## config.mk

```make
export PLATFORM = sky130hd
export DESIGN_NAME = sample_assembler
export DESIGN_NICKNAME = d
export VERILOG_FILES = /design/src/rtl/dnn_feed_pkg.sv /design/src/rtl/chunk_deser.sv /design/src/rtl/sample_assembler.sv
export SDC_FILE = /design/constraint.sdc
export NUM_CORES = 1
export LEC_CHECK = 0
export BUFFER_PORTS_ARGS = -buffer_cell sky130_fd_sc_hd__buf_4
export CAP_MARGIN = 20
export CORE_AREA = 2 2 82 92
export DETAILED_ROUTE_END_ITERATION = 12
export DIE_AREA = 0 0 84 94
export HOLD_SLACK_MARGIN = 0.06
export MAX_ROUTING_LAYER = met4
export PLACE_DENSITY = 0.74
export SLEW_MARGIN = 15
export SYNTH_ARGS = -nofsm -noshare
export SYNTH_HDL_FRONTEND = slang
export SYNTH_SLANG_ARGS = --single-unit
export TNS_END_PERCENT = 20
```

## constraint.sdc

```tcl
create_clock -name clk -period 5.31 [get_ports clk]
set_input_delay 1.3275 -clock clk [delete_from_list [all_inputs] [get_ports clk]]
set_output_delay 1.3275 -clock clk [all_outputs]
set_load 0.05 [all_outputs]
```

## src/rtl/dnn_feed_pkg.sv

```systemverilog
// Shared sizing helpers and the saturating counter step for the data_feed /
// sample_assembler path.
package dnn_feed_pkg;

    localparam int unsigned DEF_CPC   = 6;
    localparam int unsigned DEF_IN    = 16;
    localparam int unsigned DEF_OUT   = 4;
    localparam int unsigned DEF_CNT_W = 16;

    // Two clocks of every cycle block carry no chunk.
    function automatic int unsigned chunks_per_sample(input int unsigned cpc);
        return cpc - 2;
    endfunction

    function automatic int unsigned chunk_width(input int unsigned total, input int unsigned nc);
        return total / nc;
    endfunction

    // A single-chunk sample still needs a 1-bit index register.
    function automatic int unsigned idx_width(input int unsigned nc);
        return (nc <= 1) ? 1 : $clog2(nc);
    endfunction

    // Increment v, holding at the all-ones value of a w-bit counter.
    function automatic logic [63:0] sat_inc(input logic [63:0] v, input int unsigned w);
        logic [63:0] lim;
        lim = (w >= 64) ? '1 : ((64'd1 << w) - 64'd1);
        return (v >= lim) ? lim : v + 64'd1;
    endfunction

endpackage

```

## src/rtl/chunk_deser.sv

```systemverilog
// Fill register for one vector: writes an indexed chunk slice and clears the
// partial contents when a new block starts.
module chunk_deser
    import dnn_feed_pkg::*;
#(
    parameter int unsigned TOTAL_W = 16,
    parameter int unsigned CHUNK_W = 4,
    parameter int unsigned NC      = 4,
    parameter int unsigned IDX_W   = 2
) (
    input  logic               clk,
    input  logic               reset,
    input  logic               i_we,
    input  logic               i_sync,
    input  logic [IDX_W-1:0]   i_idx,
    input  logic [CHUNK_W-1:0] i_chunk,
    output logic [TOTAL_W-1:0] o_fill_next
);

    logic [TOTAL_W-1:0] r_fill;
    logic [TOTAL_W-1:0] w_fill_next;

    // Merge the incoming chunk into its slot; chunk data is never looked at
    // unless i_we is set, so idle-cycle X cannot leak into the fill.
    always_comb begin
        w_fill_next = r_fill;
        if (i_we) begin
            if (i_sync) begin
                w_fill_next = '0;
            end
            for (int unsigned k = 0; k < NC; k++) begin
                if (i_idx == IDX_W'(k)) begin
                    w_fill_next[k*CHUNK_W +: CHUNK_W] = i_chunk;
                end
            end
        end
    end

    // Fill register, cleared by reset.
    always_ff @(posedge clk) begin
        if (!reset) begin
            r_fill <= '0;
        end else begin
            r_fill <= w_fill_next;
        end
    end

    assign o_fill_next = w_fill_next;

endmodule

```

## src/rtl/sample_assembler.sv

```systemverilog
// Reassembles data_feed chunk streams into full samples and presents them on
// a valid/ready handshake with drop detection and delivery counters.
module sample_assembler
    import dnn_feed_pkg::*;
#(
    parameter int unsigned CPC   = DEF_CPC,
    parameter int unsigned IN    = DEF_IN,
    parameter int unsigned OUT   = DEF_OUT,
    parameter int unsigned CNT_W = DEF_CNT_W
) (
    input  logic                    clk,
    input  logic                    reset,
    input  logic                    in_valid,
    input  logic                    in_sync,
    input  logic [IN/(CPC-2)-1:0]   act_chunk,
    input  logic [OUT/(CPC-2)-1:0]  y_chunk,
    output logic                    out_valid,
    input  logic                    out_ready,
    output logic [IN-1:0]           act_out,
    output logic [OUT-1:0]          y_out,
    output logic                    overflow,
    output logic [CNT_W-1:0]        sample_count,
    output logic [CNT_W-1:0]        drop_count
);

    localparam int unsigned NC    = chunks_per_sample(CPC);
    localparam int unsigned AW    = chunk_width(IN, NC);
    localparam int unsigned YW    = chunk_width(OUT, NC);
    localparam int unsigned IDX_W = idx_width(NC);

    logic [IDX_W-1:0] r_idx;
    logic             r_valid;
    logic [IN-1:0]    r_act;
    logic [OUT-1:0]   r_y;
    logic             r_overflow;
    logic [CNT_W-1:0] r_sample_count;
    logic [CNT_W-1:0] r_drop_count;

    logic [IDX_W-1:0] w_eff_idx;
    logic             w_last;
    logic             w_fire;
    logic             w_free;
    logic [IN-1:0]    w_act_next;
    logic [OUT-1:0]   w_y_next;

    // A sync chunk always lands in slot 0 regardless of the running index.
    assign w_eff_idx = in_sync ? '0 : r_idx;
    assign w_last    = in_valid && (w_eff_idx == IDX_W'(NC - 1));
    assign w_fire    = r_valid && out_ready;
    assign w_free    = !r_valid || out_ready;

    chunk_deser #(
        .TOTAL_W (IN),
        .CHUNK_W (AW),
        .NC      (NC),
        .IDX_W   (IDX_W)
    ) u_act_deser (
        .clk         (clk),
        .reset       (reset),
        .i_we        (in_valid),
        .i_sync      (in_sync),
        .i_idx       (w_eff_idx),
        .i_chunk     (act_chunk),
        .o_fill_next (w_act_next)
    );

    chunk_deser #(
        .TOTAL_W (OUT),
        .CHUNK_W (YW),
        .NC      (NC),
        .IDX_W   (IDX_W)
    ) u_y_deser (
        .clk         (clk),
        .reset       (reset),
        .i_we        (in_valid),
        .i_sync      (in_sync),
        .i_idx       (w_eff_idx),
        .i_chunk     (y_chunk),
        .o_fill_next (w_y_next)
    );

    // Chunk index: advances per accepted chunk, wraps after the last one.
    always_ff @(posedge clk) begin
        if (!reset) begin
            r_idx <= '0;
        end else if (in_valid) begin
            r_idx <= w_last ? '0 : w_eff_idx + IDX_W'(1);
        end
    end

    // Output register, handshake, drop flag and counters.
    always_ff @(posedge clk) begin
        if (!reset) begin
            r_valid        <= 1'b0;
            r_act          <= '0;
            r_y            <= '0;
            r_overflow     <= 1'b0;
            r_sample_count <= '0;
            r_drop_count   <= '0;
        end else begin
            if (w_last && w_free) begin
                r_valid <= 1'b1;
                r_act   <= w_act_next;
                r_y     <= w_y_next;
            end else if (w_fire) begin
                r_valid <= 1'b0;
            end
            if (w_last && !w_free) begin
                r_overflow   <= 1'b1;
                r_drop_count <= CNT_W'(sat_inc(64'(r_drop_count), CNT_W));
            end
            if (w_fire) begin
                r_sample_count <= CNT_W'(sat_inc(64'(r_sample_count), CNT_W));
            end
        end
    end

    assign out_valid    = r_valid;
    assign act_out      = r_act;
    assign y_out        = r_y;
    assign overflow     = r_overflow;
    assign sample_count = r_sample_count;
    assign drop_count   = r_drop_count;

endmodule

```

# [Yosys cells after proc, flatten, opt, wreduce, memory -nomap -nowiden]
# Index checks and enable logic that the tools add are counted.
# W data, S select, Z words.
[word_totals] wordCells=44 reg_bits=76 inputBits=10 out_inout_bits=54
[classes] n_eq_ne=3 n_addsub=3 reduce_logical=9 order_cmp=2 mux=18
[op_table] cell="$mux W16" count=4
[op_table] cell="$add A16 B1 Y16 const B" count=2
[op_table] cell="$ge A16 B16 Y1 const B" count=2
[op_table] cell="$mux W4" count=6
[op_table] cell="$mux W1" count=6
[op_table] cell="$eq A2 B2 Y1 const B" count=2
[op_table] cell="$logic_and A1 B1 Y1" count=4
[op_table] cell="$mux W2" count=2
[op_table] cell="$add A2 B1 Y2 const B" count=1
[op_table] cell="$eq A2 B1 Y1 const B" count=1
[op_table] cell="$logic_not A1 Y1" count=2
[op_table] cell="$logic_not A2 Y1" count=1
[op_table] cell="$reduce_bool A2 Y1" count=1
[op_table] cell="$logic_or A1 B1 Y1" count=1

# [Logic depth before layout (Yosys ltp)]
[logic_depth] depth_word=5 ltp_mapped=9 mapped_depth_nobuf=7

# [Modules after synthesis]
# Synthesis repeated with hierarchy kept, for this count alone.
[hier_totals] cells_unflattened=433 area_unflattened_um2=3697.3
[by_module_without_submodules] mod="sample_assembler" instances=1 area_each_um2=2528.7 cells_per_inst=301 seq_area_each_um2=1121.1
[by_module_without_submodules] mod="chunk_deser (u_act_deser)" instances=1 area_each_um2=949.7 cells_per_inst=108 seq_area_each_um2=320.3
[by_module_without_submodules] mod="chunk_deser (u_y_deser)" instances=1 area_each_um2=219.0 cells_per_inst=24 seq_area_each_um2=80.1

# [Least setup slack after synthesis]
# No wires, ideal clock.
[synth_timing] path_kind="input to register" start="input in_sync" end="register r_act[10] (netlist: act_out[10])" setup_ns=0.086 cell_stages=9 setup_slack_ns=2.467 required_time_ns=5.224 arrival_time_ns=2.758 path_buffers=2 path_cell_list="nand2b_1 -> inv_1 -> ha_1 -> and2_0 -> and2_1 -> buf_2 -> buf_2 -> nor2_1 -> a211oi_1"
[synth_via] elab_chain_len=4 elab_cells_between_ends=8 cone_classes="eq/ne (2); mux (4); reduce/logical (2)"
[synth_rtl] item="start: declaration" line="sample_assembler.sv:14" text="input logic in_sync,"
[synth_rtl] item="$mux W2" line="sample_assembler.sv:47" text="assign w_eff_idx = in_sync ? '0 : r_idx;"
[synth_rtl] item="$eq A2 B2 Y1, on equally long branches" line="chunk_deser.sv:32, sample_assembler.sv:48"
[synth_rtl] item="$mux W4 / $logic_and A1 B1 Y1 (equally long branches)" line="chunk_deser.sv:32, sample_assembler.sv:48"
[synth_rtl] item="$mux W16 / $logic_and A1 B1 Y1 (equally long branches)" line="chunk_deser.sv:27, sample_assembler.sv:101"
[synth_rtl] item="end signal: assignment" line="sample_assembler.sv:103" text="r_act <= w_act_next;"
[synth_rtl] item="end: declaration" line="sample_assembler.sv:33" text="logic [IN-1:0] r_act;"
# Several ways; a longest one is shown, not always the timed one.
# A chain may end at the register's enable or synchronous reset.

# [Worst setup path after layout]
[layout_timing] start="input in_sync" end="register r_drop_count[9] (netlist: drop_count[9])"
[layout_via] elab_chain_len=4
[layout_rtl] item="$mux W2" line="sample_assembler.sv:47"
[layout_rtl] item="$eq A2 B2 Y1" line="sample_assembler.sv:48" text="assign w_last = in_valid && (w_eff_idx == IDX_W'(NC - 1));"
[layout_rtl] item="$logic_and A1 B1 Y1" line="sample_assembler.sv:48"
[layout_rtl] item="$logic_and A1 B1 Y1" line="sample_assembler.sv:108" text="if (w_last && !w_free) begin"
[layout_rtl] item="end signal: assignment" line="sample_assembler.sv:110" text="r_drop_count <= CNT_W'(sat_inc(64'(r_drop_count), CNT_W));"
[layout_rtl] item="end: declaration" line="sample_assembler.sv:37" text="logic [CNT_W-1:0] r_drop_count;"
# No other way between the ends.

==> flow_metrics.tcl <==
set metrics [dict create \
    path_clk_slew_ns 0.08 \
    syn_area_mm2 0.00307 \
    seq_area_mm2 0.00148 \
    drt-vias-per-instance 5.67 \
    grtUsageTotal 0.185 \
    die_width_um 84 \
    holdBufCountCts 0 \
    n_antenna_cell 0 \
    die-area_mm2 0.00790 \
    hold_viol 0 \
    hold_end "u_act_deser.r_fill[7]" \
    hpwl_um 4740 \
    synth_compound_area_frac 0.195 \
    multiInputGateArea_mm2 0.00150 \
    synthAdderAreaFrac 0.0244 \
    max_freq_ghz 0.306 \
    route.detailed.drc 0 \
    clk_path_buf_depth 2 \
    htree_levels 3 \
    wirelength_um 7040 \
    layout_common_cells "dfxtp_1 (74), buf_4 (64), nor2_1 (52), a21oi_1 (20), a211oi_1 (18)" \
    ys_seq_area_frac 0.482 \
    synth_edf_count 0 \
    finalCritPeriodShare 0.615 \
    ys.flop_type "dfxtp_1" \
    synth_top_area_frac 0.482 \
    synth_top_family_by_area "simple AND/OR/NAND/NOR gates" \
    final_common_cell "dfxtp_1" \
    initial_core_util 0.444 \
    critPathCaptureType "flop" \
    grt_pass1_wl_um 11500 \
    worst-r2r-setup-slack_ns 2.89 \
    max_stage_delay_ns 0.53 \
    layout-drive-gt1-share 0.214 \
    yosys.area.top_type "dfxtp_1" \
    num-fill-cells 632 \
    rr_startpoint "r_idx[1]" \
    path_cells "buf_4, nand2b_1, inv_1, ha_1, and4b_1, and4_1, nand3_1, o211ai_1" \
    critPathRequiredTime_ns 5.57 \
    area_delta_synth_final_pct 24.1 \
    cts_resized 0 \
    crit_arrival_ns 3.53 \
    cts_tree "done" \
    async_flop_share 0 \
    hold_path_class "flop to flop" \
    slowest_stage "and4b_1" \
    ys_ff_latch 74 \
    io_buffers 63 \
    antenna_found_initial 0 \
    start_kind "primary input" \
    crit_start "in_sync" \
    worstReg2RegEnd "drop_count[9]" \
    first_iter_violations 127 \
    cts-root-buf "clkbuf_8" \
    core_mm2 0.00693 \
    syn_inst 338 \
    synth_cell_types 44 \
    synth-xor-area-share 0.0371 \
    final_nets 413 \
    hold-worst-slack_ns 0.481 \
    clk_latency_ns 0.35 \
    hold_start "u_act_deser.r_fill[7]" \
    p_leak_nw 1.41 \
    synthMuxAreaShare 0.0163 \
    cts_made_buffers 9 \
    path_class "primary input to flop" \
    fin_skew_ns 0.00625 \
    synth_nets 354 \
    drtAntennaViolNets 0 \
    ios 64 \
    postCtsSetupRepairBufs 0 \
    hold_depth 2 \
    wl_per_cell_um 14.5 \
    worst_slew_pin_slew_ns 0.655 \
    cts.sinks 74 \
    grt_pass1_vias 2472 \
    avgSynthCellArea_um2 9.09 \
    finalSetupViolations 0 \
    status "finished clean" \
    vdd_drop_max_v 0.000188 \
    p_per_area_mw_per_mm2 273 \
    rr_worst_depth 7 \
    gr-total-overflow 0 \
    fin_crit_ns 3.26 \
    place_congestion 0.849 \
    rows 32 \
    finalMaxSlewViolations 0 \
    grt_start_max_net_pins 71 \
    yosysWarningCount 0 \
    fin_setup_tns_ns 0 \
    synth-simple-area-share 0.214 \
    max-cap-violations 0 \
    first_pass_iters 4 \
    chipHeight_um 94 \
    rsz0062_at_grt "no" \
    slew_headroom 0.559 \
    synthTopCellsByArea "dfxtp_1 (48%), nor2_1 (6.4%), a211oi_1 (4.4%), a32oi_1 (4.3%), a21oi_1 (3.3%)" \
    cp_max_fo 13 \
    vias 2762 \
]
==> routing by layer <==
layer | GRT usage | vias to the layer above | share of wire
met3 | 0.0404 | 8 | 0.053
met4 | 0.0833 | 0 | 0.016
met2 | 0.295 | 84 | 0.48
met1 | 0.226 | 1300 | 0.45
met5 | - | - | 0
li1 | - | 1370 | -
==> power by group <==
| group | total, W | leakage, nW | internal, W | switching, W |
|---|---|---|---|---|
| Sequential | 0.000561 | 0.597 | 0.000559 | 0.00000164 |
| Clock | 0.000441 | 0.0921 | 0.000220 | 0.000221 |
| Combinational | 0.0000415 | 0.724 | 0.0000136 | 0.0000279 |
| Total | 0.00104 | 1.41 | 0.000792 | 0.000251 |
==> sequential cells by signal, summed over array words and instances, names as in the netlist <==
signal,flops
overflow,1
drop_count,16
sample_count,16
u_y_deser.r_fill,4
y_out,4
act_out,16
out_valid,1
r_idx,2
u_act_deser.r_fill,14
==> through the flow <==
stage | instances | instance area (um^2) | total power (W) | setup WS (ns) | utilization
after floorplan | 338 | 3070 | 0.000598 | 2.47 | -
after global placement | 470 | 3590 | 0.000613 | 1.79 | 0.518
after detailed placement | 470 | 3590 | 0.000613 | 1.72 | 0.518
after CTS | 486 | 3790 | 0.00105 | 2.07 | 0.548
after global routing | 487 | 3810 | 0.00108 | 1.84 | 0.551
final | 487 | 3810 | 0.00104 | 2.05 | 0.551
==> cell families after synthesis <==
| group | Yosys count |
|---|---|
| flip-flops | 74 |
| buffers and inverters | 24 |
| multiplexers | 5 |
| adder cells (fa/ha/maj) | 6 |
| XOR/XNOR | 13 |
| AO/OA/AOI/OAI | 88 |
| AND/OR/NAND/NOR | 128 |
==> worst max path at each step <==
stage | slack (ns) | to | depth (start not counted)
finish | 2.05 | drop_count[9] | 8
global route | 1.84 | drop_count[9] | 8
floorplan | 2.47 | act_out[10] | 9
global placement | 1.79 | drop_count[9] | 8
detailed placement | 1.72 | drop_count[9] | 8
CTS | 2.07 | drop_count[9] | 8
==> worst max-delay path, delay by kind of cell <==
family | cells | cell delay [ns]
AO/OA/AOI/OAI | 1 | 0.30
AND/OR/NAND/NOR | 4 | 1.42
adder cells (fa/ha/maj) | 1 | 0.23
buffers and inverters | 2 | 0.23
==> area by class of cell <==
cell class              instances  area share
multi-input cells             240       0.392
well taps                      85      0.0279
flip-flops and latches         74       0.388
clock inverters                 7      0.0207
inverters                       7     0.00689
repair buffers                 65       0.131
clock buffers                   9      0.0325
==> cells in the mapped netlist (3+ instances only) <==
library cell and n:
buf_2 4, nand4_1 9, nand3_1 9, clkbuf_1 12
a311oi_1 3, a211oi_1 18, nor3_1 8, a32oi_1 15
and4_1 4, nor2b_1 3, dfxtp_1 74, xor2_1 7
o21ai_0 15, mux2i_1 5, ha_1 6, nand2_1 13
nor2_1 52, a21oi_1 20, and3_1 3, a22oi_1 3
and2_1 4, nor4_1 6, a31oi_1 5, xnor2_1 6
inv_1 6, nand2b_1 4
No activity file was read; power rests on OpenSTA's default activity.
